===== config.mk =====
export PLATFORM = sky130hd
export DESIGN_NAME = seq_shift_rotate_unit_flat
export DESIGN_NICKNAME = d
export VERILOG_FILES = /design/src/rtl/seq_shift_rotate_unit_if.sv /design/src/rtl/seq_shift_rotate_unit.sv /design/src/flat_wrapper.sv
export SDC_FILE = /design/constraint.sdc
export NUM_CORES = 1
export LEC_CHECK = 0
export ABC_AREA = 0
export CAP_MARGIN = 10
export CORE_UTILIZATION = 45
export DETAILED_ROUTE_END_ITERATION = 16
export HOLD_SLACK_MARGIN = 0.08
export PLACE_DENSITY = 0.75
export SYNTH_ARGS = -nofsm -noshare
export SYNTH_HDL_FRONTEND = slang
export SYNTH_SLANG_ARGS = --single-unit

===== constraint.sdc =====
create_clock -name clk -period 2.1 [get_ports clk]
set_clock_uncertainty 0.1 [all_clocks]
set_input_delay 0.525 -clock clk [delete_from_list [all_inputs] [get_ports clk]]
set_output_delay 0.525 -clock clk [all_outputs]
set_load 0.1 [all_outputs]

===== src/rtl/seq_shift_rotate_unit_if.sv =====
// Request/response bundle for seq_shift_rotate_unit: operand, op and amount in, result out.
// Latency: none, wires only.
// Backpressure: in_valid/in_ready on the request side, out_valid/out_ready on the result side.
interface seq_shift_rotate_unit_if #(
    parameter int WIDTH = 8,
    parameter int AMT_W = $clog2(WIDTH)
) ();
    logic             in_valid;
    logic             in_ready;
    logic [WIDTH-1:0] x;
    logic [1:0]       select;
    logic [AMT_W-1:0] amt;
    logic             fill_lsb;
    logic             fill_msb;
    logic             out_valid;
    logic             out_ready;
    logic [WIDTH-1:0] y;
    logic             busy;

    // requester side (register-file read / writeback stage)
    modport master (
        output in_valid, x, select, amt, fill_lsb, fill_msb, out_ready,
        input  in_ready, out_valid, y, busy
    );

    // shift/rotate unit side
    modport slave (
        input  in_valid, x, select, amt, fill_lsb, fill_msb, out_ready,
        output in_ready, out_valid, y, busy
    );
endinterface


===== src/rtl/seq_shift_rotate_unit.sv =====
// Sequential shift/rotate (shl/shr/rotl/rotr) of a WIDTH-bit operand; optional barrel stage via `SEQ_SHIFT_BARREL_EN.
// Latency: amt+1 cycles from accept to out_valid (barrel build: 2 cycles, or 1 when amt=0).
// Backpressure: one request in flight; in_ready low until the result is taken, y held while out_ready is low.
module seq_shift_rotate_unit #(
    parameter int WIDTH = 8,
    parameter int AMT_W = $clog2(WIDTH)
) (
    input  logic                   clk,
    input  logic                   rst,
    seq_shift_rotate_unit_if.slave bus
);

    typedef enum logic [1:0] {
        IDLE  = 2'd0,
        SHIFT = 2'd1,
        DONE  = 2'd2
    } state_t;

    localparam logic [1:0] OP_SHL  = 2'b00;
    localparam logic [1:0] OP_SHR  = 2'b01;
    localparam logic [1:0] OP_ROTL = 2'b10;
    localparam logic [1:0] OP_ROTR = 2'b11;

    state_t           state_q;
    state_t           state_d;
    logic [WIDTH-1:0] d_q;
    logic [AMT_W-1:0] cnt_q;
    logic [1:0]       sel_q;
    logic             fill_lsb_q;
    logic             fill_msb_q;
    logic [WIDTH-1:0] step_d;

`ifdef SEQ_SHIFT_BARREL_EN
    // Amount is widened by one bit so WIDTH itself is representable for the modulo.
    localparam logic [AMT_W:0] WIDTH_V = (AMT_W+1)'(WIDTH);
    logic [AMT_W:0]   cnt_ext;
    logic [AMT_W:0]   rot_amt;
    logic [WIDTH-1:0] ones;

    // Full cnt_q-position operation in one step; shifts past WIDTH leave only fill bits,
    // rotates reduce modulo WIDTH, so the result matches cnt_q single-bit steps.
    always_comb begin
        cnt_ext = {1'b0, cnt_q};
        rot_amt = cnt_ext % WIDTH_V;
        ones    = {WIDTH{1'b1}};
        step_d  = d_q;
        case (sel_q)
            OP_SHL:  step_d = (d_q << cnt_q) | (~(ones << cnt_q) & {WIDTH{fill_lsb_q}});
            OP_SHR:  step_d = (d_q >> cnt_q) | (~(ones >> cnt_q) & {WIDTH{fill_msb_q}});
            OP_ROTL: step_d = (d_q << rot_amt) | (d_q >> (WIDTH_V - rot_amt));
            OP_ROTR: step_d = (d_q >> rot_amt) | (d_q << (WIDTH_V - rot_amt));
            default: step_d = d_q;
        endcase
    end
`else
    // One bit position per cycle.
    always_comb begin
        step_d = d_q;
        case (sel_q)
            OP_SHL:  step_d = {d_q[WIDTH-2:0], fill_lsb_q};
            OP_SHR:  step_d = {fill_msb_q, d_q[WIDTH-1:1]};
            OP_ROTL: step_d = {d_q[WIDTH-2:0], d_q[WIDTH-1]};
            OP_ROTR: step_d = {d_q[0], d_q[WIDTH-1:1]};
            default: step_d = d_q;
        endcase
    end
`endif

    // State register; reset abandons any in-flight request.
    always_ff @(posedge clk) begin
        if (rst) begin
            state_q <= IDLE;
        end else begin
            state_q <= state_d;
        end
    end

    // Next-state: accept in IDLE, iterate in SHIFT, hold in DONE until the consumer takes y.
    always_comb begin
        state_d = state_q;
        case (state_q)
            IDLE: begin
                if (bus.in_valid) begin
                    state_d = (bus.amt != '0) ? SHIFT : DONE;
                end
            end
            SHIFT: begin
`ifdef SEQ_SHIFT_BARREL_EN
                state_d = DONE;
`else
                if (cnt_q == AMT_W'(1)) begin
                    state_d = DONE;
                end
`endif
            end
            DONE: begin
                if (bus.out_ready) begin
                    state_d = IDLE;
                end
            end
            default: state_d = IDLE;
        endcase
    end

    // Handshake outputs decoded straight from state.
    always_comb begin
        bus.in_ready  = (state_q == IDLE);
        bus.out_valid = (state_q == DONE);
        bus.busy      = (state_q == SHIFT) || (state_q == DONE);
    end

    // Datapath: capture the request on accept, then step the data register while in SHIFT.
    always_ff @(posedge clk) begin
        if (rst) begin
            d_q        <= '0;
            cnt_q      <= '0;
            sel_q      <= OP_SHL;
            fill_lsb_q <= 1'b0;
            fill_msb_q <= 1'b0;
        end else begin
            case (state_q)
                IDLE: begin
                    if (bus.in_valid) begin
                        d_q        <= bus.x;
                        cnt_q      <= bus.amt;
                        sel_q      <= bus.select;
                        fill_lsb_q <= bus.fill_lsb;
                        fill_msb_q <= bus.fill_msb;
                    end
                end
                SHIFT: begin
                    d_q <= step_d;
`ifdef SEQ_SHIFT_BARREL_EN
                    cnt_q <= '0;
`else
                    cnt_q <= cnt_q - AMT_W'(1);
`endif
                end
                default: begin
                end
            endcase
        end
    end

    // Result is the data register itself, so it cannot move while DONE waits on out_ready.
    assign bus.y = d_q;

endmodule

===== src/flat_wrapper.sv =====
// flat-port wrapper written by rule: the top's interface ports become plain ports
module seq_shift_rotate_unit_flat 
#(
    parameter int WIDTH = 8,
    parameter int AMT_W = $clog2(WIDTH)
)
  (clk, rst, bus_in_valid, bus_x, bus_select, bus_amt, bus_fill_lsb, bus_fill_msb, bus_out_ready, bus_in_ready, bus_out_valid, bus_y, bus_busy);
  seq_shift_rotate_unit_if #(.WIDTH(WIDTH), .AMT_W(AMT_W)) bus_i ();
  input  logic clk;
  input  logic rst;
  input wire logic [$bits(bus_i.in_valid)-1:0] bus_in_valid;
  input wire logic [$bits(bus_i.x)-1:0] bus_x;
  input wire logic [$bits(bus_i.select)-1:0] bus_select;
  input wire logic [$bits(bus_i.amt)-1:0] bus_amt;
  input wire logic [$bits(bus_i.fill_lsb)-1:0] bus_fill_lsb;
  input wire logic [$bits(bus_i.fill_msb)-1:0] bus_fill_msb;
  input wire logic [$bits(bus_i.out_ready)-1:0] bus_out_ready;
  output wire logic [$bits(bus_i.in_ready)-1:0] bus_in_ready;
  output wire logic [$bits(bus_i.out_valid)-1:0] bus_out_valid;
  output wire logic [$bits(bus_i.y)-1:0] bus_y;
  output wire logic [$bits(bus_i.busy)-1:0] bus_busy;
  assign bus_i.in_valid = bus_in_valid;
  assign bus_i.x = bus_x;
  assign bus_i.select = bus_select;
  assign bus_i.amt = bus_amt;
  assign bus_i.fill_lsb = bus_fill_lsb;
  assign bus_i.fill_msb = bus_fill_msb;
  assign bus_i.out_ready = bus_out_ready;
  assign bus_in_ready = bus_i.in_ready;
  assign bus_out_valid = bus_i.out_valid;
  assign bus_y = bus_i.y;
  assign bus_busy = bus_i.busy;
  seq_shift_rotate_unit #(.WIDTH(WIDTH), .AMT_W(AMT_W)) u_core (.clk(clk), .rst(rst), .bus(bus_i));
endmodule

==> impl_metrics.env, run 1 <==
export IMPL_gr_total_overflow=0
export IMPL_maxCapViolations=0
export IMPL_initial_utilization_pct=47.6
export IMPL_startpoint_type="flip-flop"
export IMPL_clk_path_buf_depth=2
export IMPL_intPower_uw=1170
export IMPL_cts_buffers_inserted=3
export IMPL_drv_slew=0
export IMPL_drt_iter0_markers=35
export IMPL_vdd_drop_max_mv=1.21
export IMPL_place_congestion=0.798
export IMPL_clkPwrFrac_pct=7.3
export IMPL_max_freq_mhz=525
export IMPL_place_port_buffers=29
export IMPL_ant_nets=0
export IMPL_core_area_um2=1960
export IMPL_worstSetupPathType="reg2reg"
export IMPL_dieArea_um2=2260
export IMPL_power_density_nw_per_um2=1760
export IMPL_final_nets=172
export IMPL_p_comb_share_pct=70.5
export IMPL_hold_violations=0
export IMPL_synth_area_um2=935
export IMPL_grt_usage_pct=20.9
export IMPL_htreeDepth=1
export IMPL_dieWidth_um=47.6
export IMPL_cp_required_ns=2.19
export IMPL_fillers=153
export IMPL_setup_violations=0
export IMPL_grt_pass1_vias=750
export IMPL_via_per_inst=5.33
export IMPL_clk_pin_slew_ns=0.10
export IMPL_cts_tree="yes"
export IMPL_grt_pass1_wl_mm=3.26
export IMPL_ios=30
export IMPL_drtPass1Iterations=4
export IMPL_multiInputGateArea_um2=541
export IMPL_critPathMaxFanout=15
export IMPL_clkLatencyLatePin_ns=0.30
export IMPL_worst_slew_pin_slew_ns=0.443
export IMPL_fin_crit_sh_pct=90.7
export IMPL_relSlewSlack_pct=70.4
export IMPL_fin_util_pct=72.2
export IMPL_netSwitchingFraction_pct=52.9
export IMPL_ff_latch_area_um2=340
export IMPL_final_layout_size_suffix_gt1_share_pct=16.3
export IMPL_synth_fp_nets=139
export IMPL_syn_to_final_growth_pct=51.5
export IMPL_rsz0062_at_grt="false"
export IMPL_status="complete, no violations"
export IMPL_dp_hpwl_mm=1.72
export IMPL_syn_instance_count=115
export IMPL_vias=928
export IMPL_endpoint_kind="flip-flop"
export IMPL_setup_tns_ns=0
export IMPL_hp_class="reg2reg"
export IMPL_grt_max_degree=16
export IMPL_antenna_found_initial=0
export IMPL_p_leak_uw=0.000539
export IMPL_seqPwrFrac_pct=22.2
export IMPL_ctsRootBufferMaster="clkbuf_4"
export IMPL_dieHeight_um=47.6
export IMPL_synth_seq_cells=17
export IMPL_ys_types=26
export IMPL_wire_per_inst_um=12.9
export IMPL_cts_resized=0
export IMPL_diodes=0
export IMPL_synth_seq_area_share_pct=36.4
export IMPL_drt_total_wl_mm=2.24
export IMPL_crit_arrival_ns=2.00
export IMPL_cts_sinks=17
export IMPL_ctsHoldBuffers=0
export IMPL_p_sw_uw=1320
export IMPL_min_period_ns=1.90
export IMPL_rows=16
export IMPL_yosysWarnings=0
export IMPL_dp_cells=170
export IMPL_postCtsSetupRepairBufs=0
export IMPL_finalNonFillerCells=174
export IMPL_route_detailed_drc=0
export IMPL_synth_avg_cell_area_um2=8.13
[Yosys cell counts]
library cell / number / area, um^2
a22oi_1: 1 / 7.51
mux2_2: 1 / 11.3
nor3_1: 1 / 5.00
nand2_1: 14 / 52.6
buf_6: 1 / 11.3
o22ai_1: 6 / 37.5
nor2_2: 1 / 6.26
nand2b_1: 8 / 50.1
dfxtp_1: 17 / 340
o21ai_0: 9 / 45.0
ha_1: 5 / 62.6
a21oi_1: 9 / 45.0
a222oi_1: 1 / 10.0
a211oi_1: 3 / 22.5
o211ai_1: 1 / 7.51
clkbuf_1: 4 / 15.0
buf_2: 2 / 10.0
mux2i_1: 9 / 90.1
nor2_1: 6 / 22.5
a311oi_1: 1 / 8.76
o2bb2ai_1: 1 / 8.76
a221oi_1: 1 / 8.76
nand3_1: 4 / 20.0
inv_2: 1 / 3.75
nor2b_1: 1 / 6.26
inv_1: 7 / 26.3
[per-stage QoR]
step	total power (uW)	cell area [um^2]	hold slack, ns	setup WS, ns
2_1_floorplan	1770	947	0.336	0.0189
3_3_place_gp	2290	1390	0.347	0.0932
3_5_place_dp	2310	1390	0.355	0.0332
4_1_cts	2500	1420	0.369	0.186
5_1_grt	2620	1420	0.394	0.0643
6_report	2490	1420	0.368	0.195
[kinds of logic (layout without fill, tap and decap cells)]
family	count (synthesis)	in the layout	synth area share, %
simple gates	35	35	17.4
mux	10	10	10.8
fa+ha+maj	5	5	6.69
compound gates	33	33	21.6
buf+inv	15	47	7.09
flops	17	17	36.4
[final cells by class]
cell class / count / area share [%]
multi-input combinational: 83 / 38.2
timing repair buffer: 35 / 31.4
sequential: 17 / 24.0
tap: 27 / 2.39
inverter: 8 / 2.12
clock buffer: 4 / 1.86
[worst paths after layout]
path,start,depth (start not counted),slack [ns],to
max,u_core.state_q[1],5,0.20,u_core.cnt_q[0]
min,u_core.fill_lsb_q,2,0.37,u_core.fill_lsb_q
max reg2reg,u_core.state_q[1],5,0.20,u_core.cnt_q[0]
min reg2reg,u_core.fill_lsb_q,2,0.37,u_core.fill_lsb_q
[power by group through the flow]
stage | Combinational (uW) | Sequential (uW) | Clock [uW]
after CTS | 1760 | 552 | 186
after global placement | 1730 | 557 | 0
after detailed placement | 1750 | 559 | 0
final | 1760 | 552 | 181
after floorplan | 892 | 874 | 0
after global routing | 1850 | 566 | 199
[flip-flops by register name, indices dropped and copies added (netlist names)]
name	flops
u_core.sel_q	2
u_core.state_q	2
u_core.fill_msb_q	1
u_core.fill_lsb_q	1
u_core.cnt_q	3
u_core.bus.y	8
[worst max-delay path, stage by stage (launching register included)]
cell and delay (ns):
dfxtp_1 0.34, inv_1 0.11, ha_1 0.38, mux2_2 0.40, o21ai_0 0.13, a221oi_1 0.33
[per-layer routing]
metal | track usage [%] | routed length (um) | part of all wire [%] | vias up
met2 | 32.1 | 1020 | 46 | 33
met3 | 3.40 | 146 | 6.5 | 5
met5 | 0 | 0 | 0 | -
met4 | 10.0 | 44 | 2.0 | 0
li1 | - | - | - | 467
met1 | 28.5 | 1030 | 46 | 423
[cells in the final DEF (no fill, tap or decap), types with 3 or more instances in the layout]
cell              n
a211oi_1          3
a21oi_1           9
buf_12           11
buf_4             6
clkbuf_4          3
clkdlybuf4s50_1  18
dfxtp_1          17
ha_1              4
inv_1             7
mux2i_1           9
nand2_1          14
nand2b_1          8
nand3_1           4
nor2_1            6
o21ai_0           9
o22ai_1           6
(Power assumes the default switching activity.)
==> run 2: changes to the inputs <==
--- a/config.mk
+++ b/config.mk
@@ -5,12 +5,12 @@
 export SDC_FILE = /design/constraint.sdc
 export NUM_CORES = 1
 export LEC_CHECK = 0
-export ABC_AREA = 0
 export CAP_MARGIN = 10
-export CORE_UTILIZATION = 45
+export CORE_UTILIZATION = 47
+export CTS_BUF_LIST = sky130_fd_sc_hd__clkbuf_2 sky130_fd_sc_hd__clkbuf_4 sky130_fd_sc_hd__clkbuf_8
 export DETAILED_ROUTE_END_ITERATION = 16
 export HOLD_SLACK_MARGIN = 0.08
-export PLACE_DENSITY = 0.75
+export PLACE_DENSITY = 0.78
 export SYNTH_ARGS = -nofsm -noshare
 export SYNTH_HDL_FRONTEND = slang
 export SYNTH_SLANG_ARGS = --single-unit
==> impl_metrics.env, run 2 (synthesis gave the netlist of run 1 again) <==
export IMPL_cts_sinks=17
export IMPL_ios=30
export IMPL_dieWidth_um=46.6
export IMPL_relSlewSlack_pct=67.4
export IMPL_largest_register_ffs=8
export IMPL_min_period_ns=1.83
export IMPL_status="complete, no violations"
export IMPL_antenna_found_initial=0
export IMPL_grt_pass1_vias=804
export IMPL_clkPwrFrac_pct=6.8
export IMPL_p_leak_uw=0.000547
export IMPL_vdd_drop_max_mv=1.10
export IMPL_intPower_uw=1180
export IMPL_initial_utilization_pct=51.9
export IMPL_setup_slack_ns=0.270
export IMPL_drt_total_wl_mm=2.25
export IMPL_max_stage_delay_ns=0.38
export IMPL_drv_slew=0
export IMPL_vias=919
export IMPL_clk_path_buf_depth=2
export IMPL_cts_buffers_inserted=3
export IMPL_worst_slew_pin_slew_ns=0.488
export IMPL_final_common_cell="clkdlybuf4s50_1"
export IMPL_power_density_nw_per_um2=1760
export IMPL_drtPass1Iterations=4
export IMPL_via_per_inst=5.31
export IMPL_critPathMaxFanout=3
export IMPL_dieArea_um2=2170
export IMPL_ctsHoldBuffers=0
export IMPL_place_congestion=0.789
export IMPL_final_layout_size_suffix_gt1_share_pct=17.6
export IMPL_ctsRootBufferMaster="clkbuf_4"
export IMPL_seqPwrFrac_pct=22.2
export IMPL_syn_to_final_growth_pct=52.2
export IMPL_grt_max_degree=13
export IMPL_pre_cts_slack_ns=0.0222
export IMPL_rsz0062_at_grt="false"
export IMPL_max_freq_mhz=547
export IMPL_hold_violations=0
export IMPL_grt_pass1_wl_mm=3.47
export IMPL_clk_pin_slew_ns=0.09
export IMPL_postCtsSetupRepairBufs=0
export IMPL_core_area_um2=1800
export IMPL_crit_arrival_ns=1.20
export IMPL_final_cell_mix="clkdlybuf4s50_1 (18), dfxtp_1 (17), nand2_1 (14)"
export IMPL_worstSetupPathType="reg2out"
export IMPL_route_detailed_drc=0
export IMPL_setup_tns_ns=0
export IMPL_setup_violations=0
export IMPL_rows=15
export IMPL_drt_iter0_markers=20
export IMPL_grt_usage_pct=22.4
export IMPL_fin_crit_sh_pct=87.1
export IMPL_cp_required_ns=1.47
export IMPL_gr_total_overflow=0
export IMPL_hp_class="reg2reg"
export IMPL_p_comb_share_pct=71.0
export IMPL_wire_per_inst_um=13.0
export IMPL_dieHeight_um=46.6
export IMPL_htreeDepth=1
export IMPL_p_sw_uw=1330
export IMPL_netSwitchingFraction_pct=52.9
export IMPL_cts_resized=0
export IMPL_ant_nets=0
export IMPL_cp_top_family="flip-flops"
export IMPL_endpoint_kind="output port"
export IMPL_startpoint_type="flip-flop"
export IMPL_dp_hpwl_mm=1.78
export IMPL_maxCapViolations=0
export IMPL_place_port_buffers=29
export IMPL_clkLatencyLatePin_ns=0.28
export IMPL_crit_chain="inv_1 > ha_4 > buf_12"
export IMPL_final_nets=173
export IMPL_diodes=0
export IMPL_crit_buf_inv=2
export IMPL_cp_slowest_cell="dfxtp_1"
export IMPL_cts_tree="yes"
[run 2: metal layers]
metal / global-route usage (%) / up-vias / routed length, um
met5: 0 / - / 0
met4: 5.88 / 0 / 21
met3: 3.92 / 2 / 77
met2: 37.8 / 17 / 1110
met1: 29.1 / 430 / 1040
li1: - / 470 / -
[run 2: final timing paths]
kind | from | end | slack [ns] | cells past startpoint
setup reg to reg | u_core.state_q[1] | u_core.bus.y[4] | 0.38 | 5
hold reg to reg | u_core.fill_lsb_q | u_core.fill_lsb_q | 0.37 | 2
setup / recovery | u_core.state_q[1] | bus_busy | 0.27 | 3
hold / removal | u_core.fill_lsb_q | u_core.fill_lsb_q | 0.37 | 2
[run 2: area by class of cell]
cell class | count | area, um^2
multi-input cells | 83 | 541
repair buffers | 36 | 453
fillers | 132 | 379
flip-flops and latches | 17 | 340
well taps | 25 | 31.3
inverters | 8 | 30.0
clock buffers | 3 | 22.5
clock inverters | 1 | 5.00
[run 2: worst register-to-register path, stage by stage, from the launching register on]
cell	delay (ns)
dfxtp_1	0.38
inv_1	0.10
ha_1	0.28
mux2_2	0.40
nand2b_1	0.23
o22ai_1	0.13
[run 2: through the flow]
stage                     util [%]  std cells  hold WS (ns)  power (uW)  area, um^2
after global placement        77.4        169         0.354        2300        1400
after detailed placement      77.4        169         0.355        2340        1400
after floorplan                  -        115         0.336        1770         947
after global routing          79.0        173         0.399        2630        1420
after CTS                     79.0        173         0.369        2510        1420
final                         79.0        173         0.371        2510        1420
[run 2: power by group through the flow]
stage | logic (uW) | registers [uW] | clock network [uW]
after global routing | 1870 | 571 | 187
after CTS | 1780 | 556 | 173
after detailed placement | 1780 | 564 | 0
after floorplan | 892 | 874 | 0
final | 1780 | 558 | 171
after global placement | 1740 | 560 | 0
==> run 3: changes to the inputs <==
==> config.mk (replaced) <==
export PLATFORM = sky130hd
export DESIGN_NAME = seq_shift_rotate_unit_flat
export DESIGN_NICKNAME = d
export VERILOG_FILES = /design/src/rtl/seq_shift_rotate_unit_if.sv /design/src/rtl/seq_shift_rotate_unit.sv /design/src/flat_wrapper.sv
export SDC_FILE = /design/constraint.sdc
export NUM_CORES = 1
export LEC_CHECK = 0
export CAP_MARGIN = 20
export CORE_UTILIZATION = 40
export DETAILED_ROUTE_END_ITERATION = 16
export HOLD_SLACK_MARGIN = 0.08
export PLACE_DENSITY = 0.71
export SYNTH_ARGS = -nofsm -noshare
export SYNTH_HDL_FRONTEND = slang
export SYNTH_SLANG_ARGS = --single-unit
==> constraint.sdc (replaced) <==
create_clock -name clk -period 1.47 [get_ports clk]
set_clock_uncertainty 0.1 [all_clocks]
set_input_delay 0.3675 -clock clk [delete_from_list [all_inputs] [get_ports clk]]
set_output_delay 0.3675 -clock clk [all_outputs]
set_load 0.1 [all_outputs]
==> impl_metrics.env, run 3 (synthesis gave the netlist of run 1 again) <==
export IMPL_max_freq_mhz=610
export IMPL_violations="negative setup slack"
export IMPL_dieArea_um2=2530
export IMPL_dp_hpwl_mm=1.85
export IMPL_clk_path_buf_depth=2
export IMPL_grt_pass1_wl_mm=4.47
export IMPL_endpoint_kind="output port"
export IMPL_place_port_buffers=29
export IMPL_worst_slew_pin_slew_ns=0.292
export IMPL_via_per_inst=5.39
export IMPL_dp_cells=181
export IMPL_drtPass1Iterations=5
export IMPL_drt_total_wl_mm=2.95
export IMPL_p_comb_share_pct=75.1
export IMPL_fillers=146
export IMPL_ios=30
export IMPL_cts_sinks=17
export IMPL_wl_met2_mm=1.70
export IMPL_cts_buffers_inserted=3
export IMPL_route_detailed_drc=0
export IMPL_grt_usage_pct=24.0
export IMPL_rows=17
export IMPL_highest_layer="met4"
export IMPL_initial_utilization_pct=42.3
export IMPL_relSlewSlack_pct=80.4
export IMPL_netSwitchingFraction_pct=51.2
export IMPL_largest_register_ffs=8
export IMPL_wl_met1_mm=1.13
export IMPL_met3_wirelength_um=83
export IMPL_final_layout_size_suffix_gt1_share_pct=41.1
export IMPL_final_cell_mix="clkdlybuf4s50_1 (17), nand2_1 (14), buf_4 (14)"
export IMPL_holdPathStages=2
export IMPL_clk_pin_slew_ns=0.10
export IMPL_crit_arrival_ns=1.17
export IMPL_min_period_ns=1.64
export IMPL_seqPwrFrac_pct=19.1
export IMPL_core_area_um2=2210
export IMPL_grt_pass1_vias=1051
export IMPL_drv_slew=0
export IMPL_vdd_drop_max_mv=2.87
export IMPL_final_common_cell="clkdlybuf4s50_1"
export IMPL_fin_crit_sh_pct=112
export IMPL_drt_iter0_markers=27
export IMPL_vias=1029
export IMPL_clkPwrFrac_pct=5.8
export IMPL_wire_per_inst_um=15.4
export IMPL_hold_violations=0
export IMPL_power_density_nw_per_um2=2550
export IMPL_htreeDepth=1
export IMPL_startpoint_type="flip-flop"
export IMPL_intPower_uw=2130
export IMPL_final_nets=188
export IMPL_place_congestion=0.743
export IMPL_dieWidth_um=50.3
export IMPL_diodes=0
export IMPL_p_sw_uw=2230
export IMPL_p_leak_uw=0.000657
export IMPL_setup_slack_ns=-0.170
export IMPL_r2r_setup_slack_ns=-0.13
export IMPL_rsz0062_at_grt="true"
export IMPL_antenna_found_initial=0
export IMPL_hp_class="reg2reg"
export IMPL_whs_ns=0.369
export IMPL_clkLatencyLatePin_ns=0.29
export IMPL_setup_violations=15
export IMPL_dieHeight_um=50.3
export IMPL_cts_tree="yes"
export IMPL_maxCapViolations=0
export IMPL_status="finished with violations"
export IMPL_reg2reg_depth=7
export IMPL_grt_max_degree=15
export IMPL_critPathMaxFanout=3
export IMPL_finalNonFillerCells=191
export IMPL_ctsRootBufferMaster="clkbuf_4"
export IMPL_syn_to_final_growth_pct=83.0
export IMPL_ant_nets=0
export IMPL_gr_total_overflow=0
export IMPL_ctsHoldBuffers=0
export IMPL_worstSetupPathType="reg2out"
export IMPL_cp_required_ns=1.00
## run 3: worst paths after layout
path / from / end
setup / recovery: u_core.state_q[1] / bus_in_ready
hold / removal: u_core.fill_lsb_q / u_core.fill_lsb_q
setup reg to reg: u_core.state_q[1] / u_core.state_q[0]
hold reg to reg: u_core.fill_lsb_q / u_core.fill_lsb_q
## run 3: what timing repair did
item / in CTS / in global routing
pin swaps: 5 / 4
buffers inserted: 4 / 1
resized for setup: 19 / 19
endpoints found under the setup margin: 16 / 16
cloned: 1 / 0
## run 3: layout make-up
cell class | count | area (um^2) | area share, %
Multi-Input combinational cell | 84 | 668 | 39.1
Timing Repair Buffer | 50 | 592 | 34.6
Sequential cell | 17 | 349 | 20.4
Inverter | 8 | 40.0 | 2.34
Tap cell | 28 | 35.0 | 2.05
Clock buffer | 4 | 26.3 | 1.54
## run 3: through the flow
step / worst slack (ns) / instance area [um^2] / setup TNS (ns) / util (%) / total power, uW
global route: -0.224 / 1710 / -2.12 / 77.3 / 4530
floorplan: -0.323 / 966 / -3.15 / - / 2590
finish: -0.170 / 1710 / -1.39 / 77.3 / 4360
CTS: -0.166 / 1640 / -0.601 / 74.0 / 4070
detailed placement: -0.408 / 1490 / -4.62 / 67.4 / 3500
global placement: -0.366 / 1490 / -4.16 / 67.4 / 3440
## run 3: layer usage
layer  track usage (%)  vias up
met5                 0        -
met4              12.0        0
met3              5.76        5
met2              46.2       24
met1              23.3      498
li1                  -      502
## run 3: critical path: stages (launching register included)
cell,delay (ns)
dfxtp_4,0.39
inv_4,0.05
ha_4,0.16
buf_6,0.12
buf_12,0.15
## run 3: power by group through the flow
stage | sequential (uW) | combinational, uW | clock, uW
2_1_floorplan | 1270 | 1330 | 0
3_3_place_gp | 808 | 2630 | 0
3_5_place_dp | 816 | 2680 | 0
4_1_cts | 800 | 3010 | 258
5_1_grt | 847 | 3400 | 281
6_report | 832 | 3270 | 252
